==> config.mk <==
export PLATFORM = sky130hd
export DESIGN_NAME = ps2_kb_rx
export DESIGN_NICKNAME = d
export VERILOG_FILES = /design/src/rtl/ps2_pkg.sv /design/src/rtl/kb_event_fifo.sv /design/src/rtl/ps2_kb_rx.sv
export SDC_FILE = /design/constraint.sdc
export NUM_CORES = 1
export LEC_CHECK = 0
export ABC_AREA = 1
export BUFFER_PORTS_ARGS = -buffer_cell sky130_fd_sc_hd__buf_2
export CAP_MARGIN = 5
export CORE_UTILIZATION = 35
export DETAILED_ROUTE_END_ITERATION = 6
export GPL_TIMING_DRIVEN = 1
export PLACE_DENSITY = 0.59
export SLEW_MARGIN = 20
export SYNTH_ARGS = -nofsm -noshare
export SYNTH_HDL_FRONTEND = slang
export SYNTH_SLANG_ARGS = --single-unit
==> constraint.sdc <==
create_clock -name clk -period 2.9 [get_ports clk]
set_input_delay 0.145 -clock clk [delete_from_list [all_inputs] [get_ports clk]]
set_output_delay 0.145 -clock clk [all_outputs]
set_load 0.005 [all_outputs]
==> src/rtl/ps2_pkg.sv <==
// Shared types and constants for the PS/2 keyboard receiver.
package ps2_pkg;

    typedef enum logic [1:0] {
        StIdle,
        StData,
        StParity,
        StStop
    } ps2_state_e;

    // rel marks a break (F0-prefixed) event
    typedef struct packed {
        logic       ext;
        logic       rel;
        logic [7:0] code;
    } key_event_t;

    localparam logic [7:0] PS2_EXT = 8'hE0;
    localparam logic [7:0] PS2_BRK = 8'hF0;

    function automatic logic odd_parity_ok(input logic [7:0] data, input logic par);
        return ^{data, par};
    endfunction

endpackage

==> src/rtl/kb_event_fifo.sv <==
// First-word fall-through FIFO of decoded key events with sticky overflow.
module kb_event_fifo
    import ps2_pkg::*;
#(
    parameter int unsigned DEPTH = 8
) (
    input  logic                         clk,
    input  logic                         rst,
    input  logic                         push,
    input  key_event_t                   push_ev,
    input  logic                         pop,
    input  logic                         clr_ovf,
    output key_event_t                   head,
    output logic                         not_empty,
    output logic [$clog2(DEPTH+1)-1:0]   count,
    output logic                         overflow
);

    localparam int unsigned PW = (DEPTH > 1) ? $clog2(DEPTH) : 1;
    localparam int unsigned CW = $clog2(DEPTH + 1);
    localparam logic [CW-1:0] FULL_CNT = CW'(DEPTH);

    key_event_t    mem_q [DEPTH];
    logic [PW-1:0] wr_ptr_q, rd_ptr_q;
    logic [CW-1:0] cnt_q;
    logic          ovf_q;

    logic empty, full, do_pop, do_push, drop;

    assign empty   = (cnt_q == '0);
    assign full    = (cnt_q == FULL_CNT);
    assign do_pop  = pop & ~empty;
    // A pop in the same cycle frees the slot, so a full FIFO still accepts the push
    assign do_push = push & (~full | do_pop);
    assign drop    = push & full & ~do_pop;

    always_ff @(posedge clk or negedge rst) begin
        if (!rst) begin
            wr_ptr_q <= '0;
            rd_ptr_q <= '0;
            cnt_q    <= '0;
            ovf_q    <= 1'b0;
        end else begin
            if (do_push) wr_ptr_q <= wr_ptr_q + 1'b1;
            if (do_pop)  rd_ptr_q <= rd_ptr_q + 1'b1;
            if (do_push && !do_pop)      cnt_q <= cnt_q + 1'b1;
            else if (do_pop && !do_push) cnt_q <= cnt_q - 1'b1;
            if (drop)         ovf_q <= 1'b1;
            else if (clr_ovf) ovf_q <= 1'b0;
        end
    end

    always_ff @(posedge clk) begin
        if (do_push) mem_q[wr_ptr_q] <= push_ev;
    end

    assign head      = empty ? '0 : mem_q[rd_ptr_q];
    assign not_empty = ~empty;
    assign count     = cnt_q;
    assign overflow  = ovf_q;

endmodule

==> src/rtl/ps2_kb_rx.sv <==
// PS/2 keyboard receiver: synchronise, filter, deframe, decode E0/F0 prefixes, queue events.
module ps2_kb_rx
    import ps2_pkg::*;
#(
    parameter int unsigned DEPTH       = 8,
    parameter int unsigned FILTER_LEN  = 4,
    parameter int unsigned TIMEOUT_CYC = 100000
) (
    input  logic                        clk,
    input  logic                        rst,
    input  logic                        PS2_CLK,
    input  logic                        DATA_PS2,
    input  logic                        rd_en,
    input  logic                        clr_ovf,
    output logic                        key_ready,
    output logic [7:0]                  key_code,
    output logic                        key_release,
    output logic                        key_ext,
    output logic [$clog2(DEPTH+1)-1:0]  count,
    output logic                        overflow,
    output logic                        frame_err
);

    localparam int unsigned FW = (FILTER_LEN > 1) ? $clog2(FILTER_LEN) : 1;
    localparam int unsigned TW = (TIMEOUT_CYC > 1) ? $clog2(TIMEOUT_CYC) : 1;
    localparam logic [FW-1:0] FLT_MAX = FW'(FILTER_LEN - 1);
    localparam logic [TW-1:0] TMO_MAX = TW'(TIMEOUT_CYC - 1);

    logic [1:0]    clk_sync_q, data_sync_q;
    logic          filt_q, filt_d;
    logic [FW-1:0] flt_cnt_q, flt_cnt_d;
    logic          clk_s, data_s, fall;

    ps2_state_e    state_q, state_d;
    logic [2:0]    bit_cnt_q, bit_cnt_d;
    logic [7:0]    shreg_q, shreg_d;
    logic          par_ok_q, par_ok_d;
    logic [TW-1:0] tmr_q, tmr_d;
    logic          good_q, good_d;
    logic          err_q, err_d;

    logic          ext_pend_q, ext_pend_d;
    logic          rel_pend_q, rel_pend_d;
    logic          push;
    key_event_t    push_ev, head;

    assign clk_s  = clk_sync_q[1];
    assign data_s = data_sync_q[1];

    // Filtered clock flips once FILTER_LEN consecutive samples disagree with it
    always_comb begin
        filt_d    = filt_q;
        flt_cnt_d = '0;
        if (clk_s != filt_q) begin
            if (flt_cnt_q == FLT_MAX) filt_d    = clk_s;
            else                      flt_cnt_d = flt_cnt_q + 1'b1;
        end
    end

    assign fall = filt_q & ~filt_d;

    always_comb begin
        state_d   = state_q;
        bit_cnt_d = bit_cnt_q;
        shreg_d   = shreg_q;
        par_ok_d  = par_ok_q;
        tmr_d     = tmr_q;
        good_d    = 1'b0;
        err_d     = 1'b0;
        if (fall) begin
            tmr_d = '0;
            unique case (state_q)
                StIdle: begin
                    if (!data_s) begin
                        state_d   = StData;
                        bit_cnt_d = '0;
                    end
                end
                StData: begin
                    shreg_d   = {data_s, shreg_q[7:1]};
                    bit_cnt_d = bit_cnt_q + 1'b1;
                    if (bit_cnt_q == 3'd7) state_d = StParity;
                end
                StParity: begin
                    par_ok_d = odd_parity_ok(shreg_q, data_s);
                    state_d  = StStop;
                end
                StStop: begin
                    state_d = StIdle;
                    if (data_s && par_ok_q) good_d = 1'b1;
                    else                    err_d  = 1'b1;
                end
            endcase
        end else if (state_q == StIdle) begin
            tmr_d = '0;
        end else if (tmr_q == TMO_MAX) begin
            tmr_d   = '0;
            state_d = StIdle;
            err_d   = 1'b1;
        end else begin
            tmr_d = tmr_q + 1'b1;
        end
    end

    // shreg_q is stable while good_q is high, so it serves as the received byte
    always_comb begin
        ext_pend_d = ext_pend_q;
        rel_pend_d = rel_pend_q;
        push       = 1'b0;
        push_ev    = '{ext: ext_pend_q, rel: rel_pend_q, code: shreg_q};
        if (good_q) begin
            if (shreg_q == PS2_EXT) begin
                ext_pend_d = 1'b1;
            end else if (shreg_q == PS2_BRK) begin
                rel_pend_d = 1'b1;
            end else begin
                push       = 1'b1;
                ext_pend_d = 1'b0;
                rel_pend_d = 1'b0;
            end
        end
    end

    always_ff @(posedge clk or negedge rst) begin
        if (!rst) begin
            clk_sync_q  <= 2'b11;
            data_sync_q <= 2'b11;
            filt_q      <= 1'b1;
            flt_cnt_q   <= '0;
            state_q     <= StIdle;
            bit_cnt_q   <= '0;
            shreg_q     <= '0;
            par_ok_q    <= 1'b0;
            tmr_q       <= '0;
            good_q      <= 1'b0;
            err_q       <= 1'b0;
            ext_pend_q  <= 1'b0;
            rel_pend_q  <= 1'b0;
        end else begin
            clk_sync_q  <= {clk_sync_q[0], PS2_CLK};
            data_sync_q <= {data_sync_q[0], DATA_PS2};
            filt_q      <= filt_d;
            flt_cnt_q   <= flt_cnt_d;
            state_q     <= state_d;
            bit_cnt_q   <= bit_cnt_d;
            shreg_q     <= shreg_d;
            par_ok_q    <= par_ok_d;
            tmr_q       <= tmr_d;
            good_q      <= good_d;
            err_q       <= err_d;
            ext_pend_q  <= ext_pend_d;
            rel_pend_q  <= rel_pend_d;
        end
    end

    kb_event_fifo #(
        .DEPTH (DEPTH)
    ) u_fifo (
        .clk       (clk),
        .rst       (rst),
        .push      (push),
        .push_ev   (push_ev),
        .pop       (rd_en),
        .clr_ovf   (clr_ovf),
        .head      (head),
        .not_empty (key_ready),
        .count     (count),
        .overflow  (overflow)
    );

    assign key_code    = head.code;
    assign key_release = head.rel;
    assign key_ext     = head.ext;
    assign frame_err   = err_q;

endmodule

==> results of run 1 <==
## final timing paths
kind	start	to	slack, ps	cells after the start
worst min register to register	data_sync_q[0]	data_sync_q[1]	360	0
max in group asynchronous	rst	shreg_q[1]	2040	3
worst min-delay path	data_sync_q[0]	data_sync_q[1]	360	0
min in group asynchronous	rst	frame_err	380	3
worst max register to register	shreg_q[5]	u_fifo.count[3]	290	13
worst max-delay path	shreg_q[5]	u_fifo.count[3]	290	13
## cells in the mapped netlist (all sizes together)
cell	instances
inv	44
a32o	2
a21boi	1
a21oi	7
or2	1
nand2	94
buf	11
edfxtp	80
nor3	15
xor2	9
nand4	6
ha	13
clkinv	1
dfrtp	48
o32ai	10
mux2	1
nor3b	3
nand3	15
clkbuf	7
xnor2	6
nor2	123
fa	1
o21ai	68
and2	1
dfstp	5
## cell families (layout without fill, tap and decap cells)
family	after synthesis	after routing	share of synthesized area
compound gates	88	88	0.0858
xor+xnor	15	15	0.0220
fa+ha+maj	14	14	0.0305
buf+inv	63	116	0.0441
flops	133	133	0.624
mux	1	1	0.00188
other cells	0	1	0
simple gates	258	258	0.191
## cell type report
type,instances,area [um^2],area share
inverters,45,173,0.0245
clock inverters,13,181,0.0258
clock buffers,18,429,0.0610
well taps,220,275,0.0391
multi-input cells,376,1980,0.282
flip-flops and latches,133,3730,0.531
repair buffers,40,258,0.0366
diodes,1,2.50,0.000356
## layer usage
| metal | vias up | track usage | share of wire |
|---|---|---|---|
| li1 | 2010 | - | - |
| met1 | 1899 | 0.186 | 0.45 |
| met2 | 91 | 0.239 | 0.48 |
| met3 | 22 | 0.0429 | 0.051 |
| met4 | 0 | 0.0722 | 0.022 |
| met5 | - | 0 | 0 |
## registers in the layout, indices dropped and copies added (netlist names)
register and flops:
data_sync_q 2, flt_cnt_q 2, u_fifo.mem_q 80, u_fifo.wr_ptr_q 3, good_q 1, par_ok_q 1, shreg_q 8, state_q 2
bit_cnt_q 3, u_fifo.overflow 1, filt_q 1, tmr_q 17, rel_pend_q 1, frame_err 1, clk_sync_q 2, u_fifo.rd_ptr_q 3
ext_pend_q 1, u_fifo.count 4
## timing repair
item / in CTS / in global routing
setup endpoints to repair: 0 / 0
hold buffers: 5 / 0
hold endpoints to repair: 52 / 0
## per-stage QoR
step           setup slack [ps]  instances  hold WS [ps]  total power, mW  area [um^2]
2_1_floorplan               605        572          -151             2.12         5980
3_3_place_gp                382        809           252             2.14         6370
3_5_place_dp                269        809           255             2.15         6370
4_1_cts                     274        845           355             4.36         7030
5_1_grt                    40.3        845           360             4.45         7030
6_report                    290        846           356             4.31         7040
## cells in the final DEF, fill, tap and decap left out, types with 2 or more instances in the layout
cell type	synthesis	layout
bufinv_16	0	4
nor2_4	4	4
clkinv_2	1	4
dfstp_2	5	5
xor2_1	9	9
clkbuf_16	0	17
edfxtp_1	80	80
nor2_2	2	2
nor3b_2	2	2
ha_1	13	13
inv_1	41	41
nor3_2	2	2
nand2_4	2	2
nand4_1	5	5
inv_2	2	2
nor2_1	117	117
buf_4	0	13
nand2_1	88	88
xnor2_1	6	6
nand3_1	13	13
o21ai_0	58	58
nand2_2	4	4
dfrtp_1	48	48
buf_2	7	22
dlygate4sd3_1	0	5
a32o_1	2	2
o32ai_1	10	10
o21ai_1	9	9
a21oi_1	7	7
clkinv_4	0	3
nor3_1	13	13
## where the power goes
part	internal [mW]	switching, mW
Clock	1.43	0.763
Sequential	2.02	0.0165
Combinational	0.0306	0.0491
==> metrics.md, run 1 <==
| Metric | Value |
|---|---|
| Setup repair bufs after CTS | `0` |
| CP Capture Type | `register` |
| CTS root buf | `clkbuf_16` |
| Max Cap Viol | `0` |
| WS Path Type | `register to register` |
| Type of origin of the critical path | `register` |
| DRT Pass-1 Iters | `4` |
| DR vias | `4,022` |
| CTS Buffer Depth | `2` |
| Syn_nets | `592` |
| Routed WL per cell | `14.2 um` |
| Final worst-path cycle share | `0.900` |
| Via-per-instance ratio | `4.75` |
| Grt ovf | `0` |
| First-pass GRT wire length | `20,000 um` |
| Cell Area, Synth | `5980 um^2` |
| P&R area growth vs syn | `17.6%` |
| Largest net degree at the start of global routing | `54` |
| CTS H-Tree Depth | `4` |
| Worst stage delay on the critical path | `540 ps` |
| Initial antenna violation count | `1` |
| Final Wtd Congestion | `0.769` |
| Routed wire length | `12,100 um` |
| # resized after CTS | `0` |
| Ys Warns | `0` |
| 1st-iter DRT viols | `268` |
| Synth top area share | `0.402` |
| PwrDens | `612 nW/um^2` |
| DRT antenna net count | `0` |
| Chip Height | `133 um` |
| Die Wd | `133 um` |
| Final-report hold violation count | `0` |
| Initial Util | `0.359` |
| Status | `finished, final reports clean` |
| CP Cell Sequence | `nand2_1 -> nor2_1 -> a21boi_4 -> o21ai_4 -> inv_4 -> ha_1 -> inv_1 -> ha_1 -> a21oi_1 -> nand2_1 -> a21oi_1 -> o21ai_0 -> xnor2_1` |
| Syn Area/Cell | `10.5 um^2` |
| Worst path top cell family by delay | `compound AO/OA/AOI/OAI gates` |
| Final TNS setup | `0 ps` |
| Buf/Inv on CP | `2` |
| I/O Pins | `23` |
| Final Critical Period | `2610 ps` |
| Total CTS buffers | `17` |
| Top area cells in the synthesized netlist | `edfxtp_1 (40%), dfrtp_1 (20%), nor2_1 (7.3%), nand2_1 (5.5%), o21ai_0 (4.9%)` |
| DP HPWL | `7530 um` |
| Max Slew Vio Count | `0` |
| Unrepaired setup endpoints after global routing | `false` |
| Port Buf Inserts | `22` |
| Synth area leader | `edfxtp_1` |
| Std cell rows | `47` |
| DRC | `0` |
| WP data required | `3200 ps` |
| CTS Sinks | `133` |
| Share of cells above drive strength 1 | `0.154` |
| Die area | `17,600 um^2` |
| Synth Register Bits | `133` |
| Max stage delay cell, worst path | `dfrtp_1` |
| Worst-Margin Slew | `798 ps` |
| Slew margin rel. | `0.467` |
| FILL cells | `1,580` |
| GRT Total Usage | `0.150` |
| Peak VDD IR | `0.000392 V` |
| CP arrival | `2910 ps` |
| F_max | `383 MHz` |
| HP Class | `register to register` |
| Clk_skew | `9.08 ps` |
| CTS tree | `built` |
| Yosys cell types | `40` |
| Clk pin slew, worst setup/hold paths | `60 ps` |
| Sequential-to-total area share from yosys stat | `0.624` |
| Critical Path Fanout Max | `12` |
| Pleak | `2.84 nW` |
| Vias in the first global route | `3,949` |
| Fin nets | `633` |
| Post-layout util | `0.423` |
| Setup-failing EPs final | `0` |
| Syn Inst Count | `572` |
| Total core area | `16,600 um^2` |
| Worst-Skew Late Latency | `410 ps` |
Note: power is estimated with default switching activity, not from simulation.
==> inputs of run 2 (changes only) <==
- ABC_AREA: 1 -> not set
- clock period: 2.9 -> 3.2 ns (I/O delays scaled with it)
==> run 2 against run 1 <==
Against the previous run: flip-flop and latch count is the same; combinational power grew 130%; synthesized cell count decreased by 37%; total power fell by 7.3%; clock-buffer cell count unchanged; global-route usage shrank 0.77 points; sequential share of layout area grew 3.1 points; critical path type unchanged.
==> metrics.md, run 2 <==
| Metric | Value |
|---|---|
| Routed wire length | `10,400 um` |
| CP Capture Type | `register` |
| R2r setup slk | `480 ps` |
| Worst hold path cell count | `3` |
| Setup repair bufs after CTS | `0` |
| Final Critical Period | `2720 ps` |
| Number of flip-flops in the largest register | `80` |
| PwrDens | `601 nW/um^2` |
| Most frequent cells after synthesis | `edfxtp_1 (80), dfrtp_1 (48), nor2_1 (38)` |
| Total CTS buffers | `17` |
| CTS Buffer Depth | `2` |
| Syn Area/Cell | `15.5 um^2` |
| Mux share of post-synthesis cell area | `0.121` |
| Largest family of logic cells by synthesized area | `multiplexers` |
| Final-report hold violation count | `0` |
| Worst-Skew Late Latency | `420 ps` |
| Initial antenna violation count | `0` |
| Critical R2R Launch | `shreg_q[0]` |
| WP data required | `3500 ps` |
| Vias in the first global route | `3,223` |
| HP Class | `input pin to register` |
| CTS tree | `built` |
| Final Wtd Congestion | `0.721` |
| Top area cells in the synthesized netlist | `edfxtp_1 (43%), dfrtp_1 (21%), mux4_2 (8.1%), xnor2_1 (3.3%), ha_1 (2.9%)` |
| Die area | `16,500 um^2` |
| EDFF count, synth | `80` |
| Count leader, synth | `edfxtp_1` |
| F_max | `368 MHz` |
| Final Power | `4.00 mW` |
| Std cell rows | `45` |
| Max Slew Vio Count | `0` |
| GRT Total Usage | `0.142` |
| Reg with most FFs | `u_fifo.mem_q` |
| WS Path Type | `register to register` |
| Share of cells above drive strength 1 | `0.255` |
| Worst Hold Endpoint | `u_fifo.rd_ptr_q[2]` |
| Max stage delay cell, worst path | `dfrtp_1` |
| Most frequent cells in the layout | `edfxtp_1 (80), dfrtp_1 (48), nor2_1 (38), nand2_1 (25), buf_2 (22)` |
| Initial Util | `0.364` |
| Comb pwr share | `0.046` |
| P&R area growth vs syn | `19.0%` |
| Worst path top cell family by delay | `simple AND/OR/NAND/NOR gates` |
| Slew margin rel. | `0.442` |
| DR vias | `3,019` |
| Setup-failing EPs final | `0` |
| Routed WL per cell | `16.5 um` |
| Grt ovf | `0` |
| CTS Sinks | `133` |
| Chip Height | `128 um` |
| Post-route insts no fill | `630` |
| Post-CTS Hold Fix Bufs | `4` |
| Worst-Margin Slew | `837 ps` |
| Buf/Inv on CP | `1` |
| # resized after CTS | `0` |
| Pleak | `2.59 nW` |
| Cell Area, Synth | `5590 um^2` |
| Die Wd | `128 um` |
| FF-to-FF path depth | `11` |
| Fin nets | `426` |
| Min-delay src | `rd_en` |
| Yosys cell types | `41` |
| Post-synthesis simple-gate area fraction | `0.0927` |
| CP arrival | `3020 ps` |
| Critical Path Fanout Max | `11` |
| Commonest non-fill, non-tap cell in the layout | `edfxtp_1` |
| Syn_nets | `380` |
| CTS H-Tree Depth | `4` |
| DRT antenna net count | `0` |
| Total core area | `15,400 um^2` |
| Synth top area share | `0.430` |
| Reg power frac | `0.475` |
| # diodes | `0` |
| Sequential-to-total area share from yosys stat | `0.668` |
| DP HPWL | `6590 um` |
| I/O Pins | `23` |
| CTS root buf | `clkbuf_16` |
| Clk pin slew, worst setup/hold paths | `60 ps` |
| Synth area leader | `edfxtp_1` |
| Port Buf Inserts | `22` |
| Largest regs | `u_fifo.mem_q x80, tmr_q x17, shreg_q x8` |
| Peak VDD IR | `0.000338 V` |
| Unrepaired setup endpoints after global routing | `false` |
| Most used cell, CP | `ha_1` |
| Synth Register Bits | `133` |
| Switching share of power | `0.224` |
| CP Cell Sequence | `nor4_2 -> a41oi_2 -> and2_4 -> ha_1 -> inv_1 -> ha_1 -> a21o_1 -> a21oi_1 -> xnor2_1 -> nor2_1 -> xor2_1` |
| Max Cap Viol | `0` |
| Largest net degree at the start of global routing | `37` |
| Ys async rst share | `0.398` |
| Post-synth top flop | `edfxtp_1` |
| Clock power frac | `0.479` |
| Ys Warns | `0` |
| Syn Inst Count | `360` |
| Adder-Cell Fraction of Synth Area | `0.0327` |
| Final TNS setup | `0 ps` |
| Via-per-instance ratio | `4.79` |
| First-pass GRT wire length | `17,100 um` |
| P_int | `3.10 mW` |
| 1st-iter DRT viols | `165` |
| DRT Pass-1 Iters | `4` |
| Placed cell count | `594` |
| Final worst-path cycle share | `0.850` |
| Type of origin of the critical path | `register` |
| R2r endpoint | `u_fifo.count[3]` |
| Status | `finished, final reports clean` |
| Worst stage delay on the critical path | `500 ps` |
| Sw Pwr | `896 uW` |
| DRC | `0` |
| Post-synthesis compound-gate area fraction | `0.0199` |
| Clk_skew | `8.40 ps` |
| Xor/xnor share of the synthesized area | `0.0501` |
[run 2: changes by cell type after synthesis, moves of 15 or more]
cell	delta
mux4_2	+20
inv_1	-33
xnor2_1	+15
o21ai_0	-53
nand2_1	-63
nor2_1	-79
[run 2: power groups by stage]
| stage | logic, mW | clock network [mW] | registers, mW |
|---|---|---|---|
| 6_report | 0.184 | 1.91 | 1.90 |
| 5_1_grt | 0.212 | 2.03 | 1.90 |
| 3_5_place_dp | 0.182 | 0 | 1.93 |
| 4_1_cts | 0.187 | 1.95 | 1.90 |
| 2_1_floorplan | 0.135 | 0 | 1.92 |
| 3_3_place_gp | 0.179 | 0 | 1.93 |
[run 2: worst max path at each step]
stage / slack [ps] / cells past startpoint / to / startpoint
after floorplan: 660 / 12 / u_fifo.count[3] / shreg_q[0]
after global placement: 480 / 11 / u_fifo.count[3] / shreg_q[0]
after detailed placement: 470 / 11 / u_fifo.count[3] / shreg_q[0]
after CTS: 450 / 11 / u_fifo.count[3] / shreg_q[0]
after global routing: 300 / 11 / u_fifo.count[3] / shreg_q[0]
final: 480 / 11 / u_fifo.count[3] / shreg_q[0]
[run 2: per-stage QoR]
step	hold slack [ps]	util	area (um^2)	setup WS, ps
after detailed placement	266	0.392	6020	472
after global placement	266	0.392	6020	485
after global routing	47.9	0.433	6650	303
after floorplan	-136	-	5590	664
final	34.2	0.433	6650	481
after CTS	19.5	0.433	6650	450
[run 2: layout make-up]
type                    instances  area, um^2
flip-flops and latches        133        3730
clock buffers                  18         439
fillers                      1387        8720
repair buffers                 38         253
inverters                       8        30.0
clock inverters                14         153
multi-input cells             208        1780
well taps                     211         264
[run 2: tightest hold or removal path, stage by stage]
cell	delay, ps
buf_2	120
nand3_1	80
xnor2_1	60
[run 2: per-layer routing]
layer / track usage / vias up / routed length, um
met3: 0.0341 / 13 / 279
li1: - / 1425 / -
met4: 0.0630 / 0 / 174
met5: 0 / - / 0
met2: 0.240 / 37 / 5270
met1: 0.173 / 1544 / 4690
[run 2: logic make-up after synthesis]
logic type	Yosys count
flops	133
simple gates	105
mux	41
xor+xnor	32
buf+inv	19
compound gates	16
fa+ha+maj	14
==> inputs of run 3 (changes only) <==
- ABC_AREA: not set -> 1
- clock period: 3.2 -> 2.8 ns (I/O delays scaled with it)
==> run 3 against run 2 <==
Against the previous run: clock power increased by 26%; global-route usage increased by 1.2 points; first-iteration DRC count increased by 19%; sequential share of layout area decreased by 3.7 points; critical path type unchanged; critical endpoint unchanged; largest cell class unchanged; largest power group unchanged.
==> metrics.md, run 3 (synthesis results as in run 1) <==
| Metric | Value |
|---|---|
| Status | `finished, final reports clean` |
| Final Wtd Congestion | `0.740` |
| DP Worst Slack | `197 ps` |
| 1st-iter DRT viols | `197` |
| Port Buf Inserts | `22` |
| Worst stage delay on the critical path | `470 ps` |
| Final Critical Period | `2590 ps` |
| Std cell rows | `47` |
| Die area | `17,600 um^2` |
| Final worst-path cycle share | `0.924` |
| R2r endpoint | `u_fifo.count[3]` |
| CTS root buf | `clkbuf_16` |
| R2r setup slk | `210 ps` |
| Worst hold path cell count | `3` |
| Min-delay src | `rd_en` |
| # diodes | `0` |
| Worst-Skew Late Latency | `420 ps` |
| DP HPWL | `7870 um` |
| First-pass GRT wire length | `20,400 um` |
| WS Path Type | `register to register` |
| Max Cap Viol | `0` |
| Worst-Margin Slew | `678 ps` |
| Setup-failing EPs final | `0` |
| Sequential cell area | `3740 um^2` |
| Largest regs | `u_fifo.mem_q x80, tmr_q x17, shreg_q x8` |
| Total core area | `16,600 um^2` |
| GRT Total Usage | `0.154` |
| Grt ovf | `0` |
| Critical Path Fanout Max | `12` |
| WP data required | `3090 ps` |
| Clk_skew | `9.40 ps` |
| Clk pin slew, worst setup/hold paths | `60 ps` |
| CP Capture Type | `register` |
| Final TNS setup | `0 ps` |
| Most frequent cells in the layout | `nor2_1 (117), nand2_1 (88), edfxtp_1 (80), o21ai_0 (58), dfrtp_1 (46)` |
| CP Cell Sequence | `inv_1 -> nand2_1 -> nor2_1 -> a21boi_4 -> o21ai_4 -> inv_4 -> ha_1 -> inv_1 -> ha_1 -> a21oi_1 -> nand2_1 -> a21oi_1 -> o21ai_0 -> xnor2_1` |
| Type of origin of the critical path | `register` |
| Share of cells above drive strength 1 | `0.165` |
| Routed wire length | `12,400 um` |
| Peak VDD IR | `0.000405 V` |
| Fin nets | `637` |
| Initial antenna violation count | `0` |
| Critical R2R Launch | `shreg_q[1]` |
| Via-per-instance ratio | `4.71` |
| I/O Pins | `23` |
| Number of flip-flops in the largest register | `80` |
| Die Wd | `133 um` |
| FF-to-FF path depth | `14` |
| Vias in the first global route | `4,076` |
| Commonest non-fill, non-tap cell in the layout | `nor2_1` |
| DRT antenna net count | `0` |
| Setup repair bufs after CTS | `0` |
| Reg with most FFs | `u_fifo.mem_q` |
| CTS Sinks | `133` |
| Unrepaired setup endpoints after global routing | `false` |
| DR vias | `4,007` |
| DRC | `0` |
| CTS H-Tree Depth | `4` |
| Max Slew Vio Count | `0` |
| Worst Hold Endpoint | `u_fifo.rd_ptr_q[1]` |
| HP Class | `input pin to register` |
| Final-report hold violation count | `0` |
| CTS tree | `built` |
| Worst setup margin | `212 ps` |
| FILL cells | `1,581` |
| Pleak | `2.88 nW` |
| Total CTS buffers | `17` |
| Buf/Inv on CP | `3` |
| Multi-input logic area | `1980 um^2` |
| Largest net degree at the start of global routing | `54` |
| P&R area growth vs syn | `19.0%` |
| Initial Util | `0.359` |
| DRT Pass-1 Iters | `4` |
| PwrDens | `647 nW/um^2` |
| CP arrival | `2880 ps` |
| CTS Buffer Depth | `2` |
| Chip Height | `133 um` |
| F_max | `386 MHz` |
| Slew margin rel. | `0.548` |
| Max stage delay cell, worst path | `dfrtp_2` |
| Worst path top cell family by delay | `compound AO/OA/AOI/OAI gates` |
| Routed WL per cell | `14.6 um` |
==> run 3: worst max-delay path by stage <==
stage                    startpoint              end  slack [ps]  cells after the start
floorplan           u_fifo.count[0]  u_fifo.count[3]         500                     11
global placement         shreg_q[1]  u_fifo.count[3]         330                     14
detailed placement       shreg_q[1]  u_fifo.count[3]         200                     14
CTS                      shreg_q[1]  u_fifo.count[3]         180                     14
global route             shreg_q[1]  u_fifo.count[3]           3                     14
finish                   shreg_q[1]  u_fifo.count[3]         210                     14
==> run 3: layout make-up <==
class / instances / share of cell area
inverters: 45 / 0.0243
clock inverters: 14 / 0.0315
well taps: 220 / 0.0387
repair buffers: 44 / 0.0418
flip-flops and latches: 133 / 0.525
multi-input cells: 376 / 0.278
clock buffers: 18 / 0.0603
==> run 3: timing repair <==
action / CTS / global route
gates resized for setup: 0 / 2
endpoints found under the hold margin: 51 / 0
endpoints found under the setup margin: 0 / 1
hold buffers: 4 / 0
==> run 3: worst register-to-register path, delay by kind of cell (launching register included) <==
family | cells | cell delay (ps)
simple gates | 3 | 340
fa+ha+maj | 2 | 500
compound gates | 5 | 720
buf+inv | 3 | 300
xor+xnor | 1 | 140
flops | 1 | 470
==> run 3: per-stage QoR <==
step / hold WS, ps / utilization / cells / area (um^2) / power (mW)
CTS: 2.96 / 0.428 / 850 / 7120 / 4.66
finish: 23.5 / 0.428 / 850 / 7120 / 4.60
global placement: 247 / 0.386 / 814 / 6420 / 2.22
detailed placement: 248 / 0.386 / 814 / 6420 / 2.23
floorplan: -156 / - / 572 / 5980 / 2.19
global route: 40.0 / 0.428 / 850 / 7120 / 4.75
==> run 3: power by group <==
part	switching (mW)	total (mW)	internal [mW]
Combinational	0.0502	0.0807	0.0305
Clock	0.825	2.41	1.59
Sequential	0.0175	2.11	2.09
Total	0.892	4.60	3.71
==> run 3: routing by layer <==
layer / track usage / routed length (um)
met5: 0 / 0
met2: 0.264 / 6220
met1: 0.185 / 5430
met3: 0.0368 / 565
met4: 0.0639 / 176
